## config.mk

```make
export PLATFORM = sky130hd
export DESIGN_NAME = result_drain
export DESIGN_NICKNAME = d
export VERILOG_FILES = /design/src/rtl/result_drain.sv
export SDC_FILE = /design/constraint.sdc
export NUM_CORES = 1
export LEC_CHECK = 0
export CAP_MARGIN = 20
export CORE_MARGIN = 2
export CORE_UTILIZATION = 35
export DETAILED_ROUTE_END_ITERATION = 12
export PLACE_DENSITY = 0.67
export SYNTH_ARGS = -nofsm -noshare
export SYNTH_HDL_FRONTEND = slang
export SYNTH_SLANG_ARGS = --single-unit
```

## constraint.sdc

```tcl
create_clock -name clk -period 6.6 [get_ports clk]
set_input_delay 1.98 -clock clk [delete_from_list [all_inputs] [get_ports clk]]
set_output_delay 1.98 -clock clk [all_outputs]
set_load 0.01 [all_outputs]
```

## src/rtl/result_drain.sv

```systemverilog
// Drains len consecutive entries from the SA, FC or pool-address result buffer
// onto a valid/ready stream, keeping at most two reads outstanding.
module result_drain #(
  parameter int DATA_WIDTH  = 8,
  parameter int PADDR_WIDTH = 10,
  parameter int LEN_WIDTH   = 15
) (
  input  logic                   clk,
  input  logic                   rst_n,
  input  logic                   start_i,
  input  logic [1:0]             sel_i,
  input  logic [LEN_WIDTH-1:0]   len_i,
  output logic                   sa_data_rden_o,
  output logic [13:0]            sa_data_rdptr_o,
  input  logic [DATA_WIDTH-1:0]  sa_data_rdata_i,
  output logic                   fc_data_rden_o,
  output logic [9:0]             fc_data_rdptr_o,
  input  logic [DATA_WIDTH-1:0]  fc_data_rdata_i,
  output logic                   pool_address_rden_o,
  output logic [13:0]            pool_address_rdptr_o,
  input  logic [PADDR_WIDTH-1:0] pool_address_rdata_i,
  output logic                   m_valid_o,
  input  logic                   m_ready_i,
  output logic [PADDR_WIDTH-1:0] m_data_o,
  output logic                   m_last_o,
  output logic                   busy_o,
  output logic                   done_o,
  output logic                   err_o
);

  typedef enum logic [1:0] {S_IDLE, S_READ, S_DRAIN} state_t;

  state_t                 r_state;
  logic [1:0]             r_sel;
  logic [LEN_WIDTH-1:0]   r_len;
  logic [LEN_WIDTH-1:0]   r_issued;
  logic [LEN_WIDTH-1:0]   r_accepted;
  logic                   r_inflight;
  logic [PADDR_WIDTH-1:0] r_fifo [2];
  logic                   r_wr_ptr;
  logic                   r_rd_ptr;
  logic [1:0]             r_count;
  logic                   r_busy;
  logic                   r_done;
  logic                   r_err;

  logic                   w_pop;
  logic [2:0]             w_occ;
  logic                   w_issue;
  logic                   w_last_issue;
  logic                   w_last_pop;
  logic [PADDR_WIDTH-1:0] w_ret_data;

  assign w_pop = (r_count != 2'd0) && m_ready_i;
  // Occupancy as it will be next cycle if nothing new is issued; a pop this
  // cycle frees a slot immediately so issuing never stalls with ready high.
  assign w_occ = {1'b0, r_count} + {2'b00, r_inflight} - {2'b00, w_pop};
  assign w_issue = (r_state == S_READ) && (r_issued < r_len) && (w_occ < 3'd2);
  assign w_last_issue = w_issue && (r_issued == r_len - LEN_WIDTH'(1));
  assign w_last_pop = w_pop && (r_accepted == r_len - LEN_WIDTH'(1));

  always_comb begin
    w_ret_data = '0;
    case (r_sel)
      2'd0:    w_ret_data = PADDR_WIDTH'(sa_data_rdata_i);
      2'd1:    w_ret_data = PADDR_WIDTH'(fc_data_rdata_i);
      default: w_ret_data = pool_address_rdata_i;
    endcase
  end

  assign sa_data_rden_o       = w_issue && (r_sel == 2'd0);
  assign fc_data_rden_o       = w_issue && (r_sel == 2'd1);
  assign pool_address_rden_o  = w_issue && (r_sel == 2'd2);
  assign sa_data_rdptr_o      = sa_data_rden_o ? r_issued[13:0] : 14'd0;
  assign fc_data_rdptr_o      = fc_data_rden_o ? r_issued[9:0] : 10'd0;
  assign pool_address_rdptr_o = pool_address_rden_o ? r_issued[13:0] : 14'd0;

  assign m_valid_o = (r_count != 2'd0);
  assign m_data_o  = r_fifo[r_rd_ptr];
  assign m_last_o  = m_valid_o && (r_accepted == r_len - LEN_WIDTH'(1));
  assign busy_o    = r_busy;
  assign done_o    = r_done;
  assign err_o     = r_err;

  always_ff @(posedge clk) begin
    if (!rst_n) begin
      r_state    <= S_IDLE;
      r_sel      <= '0;
      r_len      <= '0;
      r_issued   <= '0;
      r_accepted <= '0;
      r_inflight <= 1'b0;
      r_fifo[0]  <= '0;
      r_fifo[1]  <= '0;
      r_wr_ptr   <= 1'b0;
      r_rd_ptr   <= 1'b0;
      r_count    <= '0;
      r_busy     <= 1'b0;
      r_done     <= 1'b0;
      r_err      <= 1'b0;
    end else begin
      r_done     <= 1'b0;
      r_err      <= 1'b0;
      r_inflight <= w_issue;
      if (w_issue) r_issued <= r_issued + LEN_WIDTH'(1);
      if (w_pop) begin
        r_accepted <= r_accepted + LEN_WIDTH'(1);
        r_rd_ptr   <= ~r_rd_ptr;
      end
      // Buffer read latency is one cycle, so inflight marks valid rdata now.
      if (r_inflight) begin
        r_fifo[r_wr_ptr] <= w_ret_data;
        r_wr_ptr         <= ~r_wr_ptr;
      end
      r_count <= r_count + {1'b0, r_inflight} - {1'b0, w_pop};
      case (r_state)
        S_IDLE: begin
          if (start_i) begin
            if (sel_i != 2'd3 && len_i != '0) begin
              r_sel      <= sel_i;
              r_len      <= len_i;
              r_issued   <= '0;
              r_accepted <= '0;
              r_busy     <= 1'b1;
              r_state    <= S_READ;
            end else begin
              r_done <= 1'b1;
              r_err  <= (sel_i == 2'd3);
            end
          end
        end
        S_READ: begin
          if (w_last_issue) r_state <= S_DRAIN;
        end
        S_DRAIN: begin
          if (w_last_pop) begin
            r_state <= S_IDLE;
            r_busy  <= 1'b0;
            r_done  <= 1'b1;
          end
        end
        default: r_state <= S_IDLE;
      endcase
    end
  end

endmodule

```

==> PnR_summary.wiki <==
{| class="wikitable"
! Metric !! Value
|-
| Vertical die dimension || 123 microns
|-
| Post-route antenna net violation count || 0
|-
| Most frequently used flop master after synthesis || sky130_fd_sc_hd__dfxtp_1
|-
| Antenna violations before repair || 0
|-
| Leakage power of the design || 2.61 nW
|-
| Yosys warning count || 0
|-
| Number of register bits inferred by synthesis || just under 80
|-
| Unrepaired setup endpoints after global routing || true
|-
| Routed length per placed instance || around 16 microns
|-
| Total Die Area || 15,100 sq um
|-
| Buffers on Ports || around 100
|-
| H-tree lvl count || 3
|-
| Root buf cell || sky130_fd_sc_hd__clkbuf_16
|-
| Post-synthesis area per instance || 8.66 sq um
|-
| Chip Width || ~120 microns
|-
| Worst VDD drop || 0.0909 mV
|-
| Fraction of power spent switching nets || 31.9%
|-
| Hold bufs inserted after CTS || 0
|-
| Via count of the first global-routing pass || 4,435
|-
| Internal power consumption || 1.05 mW
|-
| Clock transition at the registers of the reported paths || ~0.060 ns
|-
| First-pass GRT wire length || 22,000 microns
|-
| DRC violations left || 0
|-
| Synth Net Count || between 600 and 700
|-
| Category of the worst setup path launch point || primary input
|-
| Sequential fraction of design power || 37.2%
|-
| Core Footprint || 13,800 sq um
|-
| Pin count of the biggest net entering global routing || 31
|-
| Site Rows || 43
|-
| Run status || finished clean
|-
| Post-synthesis instance area || 4940 sq um
|-
| Total GRT Usage || a little under a fifth
|-
| Crit end category || output port
|-
| Final Max Tran Viols || 0
|-
| Remaining max-slew budget at the tightest pin || 32.5%
|-
| Cells after synthesis || 570
|-
| Effective utilization at floorplan || 35.7%
|-
| Number of nets at the end of the flow || 744
|-
| Arrival time of the worst setup path || 4.56 ns
|-
| Distinct cell type count of the synthesized netlist || 54
|-
| Net switching power || 0.491 mW
|-
| Final Power || 1.54 mW
|-
| Fin crit period || 6.54 ns
|-
| Final cycle utilization of the critical path || 99.2%
|-
| Diodes inserted || 0
|-
| Number of buffers on the longest clock path || 2
|-
| Final GP Congestion || 0.873
|-
| Fraction of final layout cells with drive strength greater than 1 || 16.4%
|-
| Clock Latency Late Sink || 0.35 ns
|-
| TritonCTS Buffers || 9
|-
| Clock network power share || 30.0%
|-
| Sequential-to-total area share from yosys stat || 35.7%
|-
| Final Hold Vio Count || 0
|-
| Number of enable flip-flop cells after synthesis || 20
|-
| Final Routed Wirelength || 14,100 microns
|-
| Power density relative to cell area || 236 nW/um^2
|-
| Layout filler cell count || 1,303
|-
| Max-cap violations || 0
|-
| Proportion of power drawn by combinational gates || 32.8%
|-
| Vias after detailed routing || 4,452
|-
| Final setup viols || 0
|-
| Category of the most critical setup path || in2out
|-
| Max Clock Skew || 0.00824 ns
|-
| Number of top-level pins || 103
|-
| Total congestion overflow || 0
|-
| Hold Path Class || reg2reg
|-
| Peak Freq || ~150 MHz
|-
| Half-perimeter wire length of the detailed placement result || 10,400 microns
|-
| Largest fanout on the critical path || 4
|-
| Required time of the critical path || 4.62 ns
|-
| Via-per-instance ratio || 5.17
|-
| Async SR Flop Fraction || 0%
|-
| CTS tree || built
|-
| Initial detailed-routing violation count || 260
|-
| Worst-case hold slack || 0.420 ns
|-
| Actual transition at the worst max-transition pin || 1.01 ns
|-
| CTS Sinks || 78
|-
| Number of search-and-repair iterations in the first detailed-routing pass || 5
|-
| Layout overhead on the synthesized area || 32.3%
|}
cell usage after synthesis (17+ instances only):
| cell type | number | area share, % |
|---|---|---|
| sky130_fd_sc_hd__a21oi_1 | 22 | 2.2 |
| sky130_fd_sc_hd__and2_1 | 27 | 3.4 |
| sky130_fd_sc_hd__clkbuf_1 | 27 | 2.1 |
| sky130_fd_sc_hd__dfxtp_1 | 58 | 24 |
| sky130_fd_sc_hd__edfxtp_1 | 20 | 12 |
| sky130_fd_sc_hd__ha_1 | 20 | 5.1 |
| sky130_fd_sc_hd__inv_1 | 32 | 2.4 |
| sky130_fd_sc_hd__mux2i_1 | 26 | 5.3 |
| sky130_fd_sc_hd__nand2_1 | 25 | 1.9 |
| sky130_fd_sc_hd__nand3_1 | 17 | 1.7 |
| sky130_fd_sc_hd__nor2_1 | 87 | 6.6 |
| sky130_fd_sc_hd__xnor2_1 | 45 | 8.0 |
path summary, 6_finish.rpt:
check             start                      end  slack (ns)  depth (start not counted)
min reg2reg  r_state[1]               r_state[0]        0.42                          1
max           m_ready_i  pool_address_rdptr_o[1]        0.06                         18
max reg2reg  r_count[1]               r_state[0]        3.21                         15
min          r_state[1]               r_state[0]        0.42                          1
repair_timing:
action	in CTS	in global routing
buffers inserted	6	4
gates cloned	3	0
hold endpoints to repair	0	0
pin swaps	6	8
gates resized for setup	148	30
endpoints found under the setup margin	41	41
critical path: stages:
cell,delay [ns]
sky130_fd_sc_hd__buf_6,0.10
sky130_fd_sc_hd__nand2_4,0.07
sky130_fd_sc_hd__clkinv_4,0.06
sky130_fd_sc_hd__ha_4,0.26
sky130_fd_sc_hd__inv_2,0.04
sky130_fd_sc_hd__ha_4,0.14
sky130_fd_sc_hd__fa_1,0.45
sky130_fd_sc_hd__nor2_1,0.10
sky130_fd_sc_hd__nand4_1,0.15
sky130_fd_sc_hd__a21oi_2,0.19
sky130_fd_sc_hd__nand3_2,0.11
sky130_fd_sc_hd__buf_6,0.14
sky130_fd_sc_hd__nor3b_4,0.22
sky130_fd_sc_hd__buf_6,0.14
sky130_fd_sc_hd__buf_6,0.09
sky130_fd_sc_hd__buf_6,0.10
sky130_fd_sc_hd__and2_4,0.14
sky130_fd_sc_hd__buf_6,0.09
per-layer routing:
layer  vias up  part of all wire (%)  GRT usage, %
met5         -                     0             0
met4         0                   2.6          8.41
met3        26                   7.3          3.39
met2       163                    47          32.6
met1      2077                    43          22.7
li1       2186                     -             -
kinds of logic (layout without fill, tap and decap cells):
family | after synthesis | in the layout | synth area share [%]
mux | 36 | 36 | 7.55
buf+inv | 66 | 177 | 5.60
compound gates | 61 | 61 | 8.13
flops | 78 | 78 | 35.7
simple gates | 247 | 247 | 26.2
xor+xnor | 61 | 61 | 11.4
fa+ha+maj | 21 | 21 | 5.47
cell type report:
type | instances | area (sq um) | share of cell area (%)
tap | 180 | 225 | 3.45
clock inverter | 7 | 48.8 | 0.747
multi-input combinational | 426 | 3000 | 45.9
inverter | 33 | 129 | 1.97
clock buffer | 9 | 225 | 3.45
sequential | 78 | 1760 | 27.0
timing repair buffer | 128 | 1150 | 17.6
power groups by stage:
stage / combinational (mW) / clock (mW) / sequential (mW)
2_1_floorplan: 0.273 / 0 / 0.556
3_3_place_gp: 0.409 / 0 / 0.583
3_5_place_dp: 0.422 / 0 / 0.584
4_1_cts: 0.481 / 0.468 / 0.575
5_1_grt: 0.547 / 0.490 / 0.580
6_report: 0.505 / 0.462 / 0.573
sequential cells by signal, summed over array words and instances (netlist names), named ones only:
register,cells
r_count,2
r_sel,2
done_o,1
r_state,2
r_wr_ptr,1
r_len,15
r_fifo,20
busy_o,1
r_issued,15
r_accepted,15
err_o,1
r_rd_ptr,1
r_inflight,1
stage by stage:
| step | setup TNS [ns] | util (%) | worst slack, ns | instances | instance area [sq um] |
|---|---|---|---|---|---|
| 2_1_floorplan | 0 | - | 0.0133 | 570 | 4940 |
| 3_3_place_gp | -24.40 | 44.3 | -0.687 | 831 | 6120 |
| 3_5_place_dp | -26.90 | 44.3 | -0.774 | 831 | 6120 |
| 4_1_cts | 0 | 47.0 | 0.0234 | 856 | 6500 |
| 5_1_grt | -0.158 | 47.2 | -0.0411 | 861 | 6530 |
| 6_report | 0 | 47.2 | 0.0561 | 861 | 6530 |
layout by cell type (no fill, tap or decap), drive strengths merged, types with 6 or more instances in the layout:
master	count
nor2	87
nor4	14
nor3	16
clkdlybuf4s50	60
and3	15
dfxtp	58
inv	34
xnor2	45
dlygate4sd2	6
buf	50
mux2	10
mux2i	26
o21ai	13
ha	20
nand3	17
nand2	25
and2	27
clkbuf	17
a21oi	22
xor2	14
or3	11
edfxtp	20
nand4	11
No activity file was read; power rests on OpenSTA's default activity.
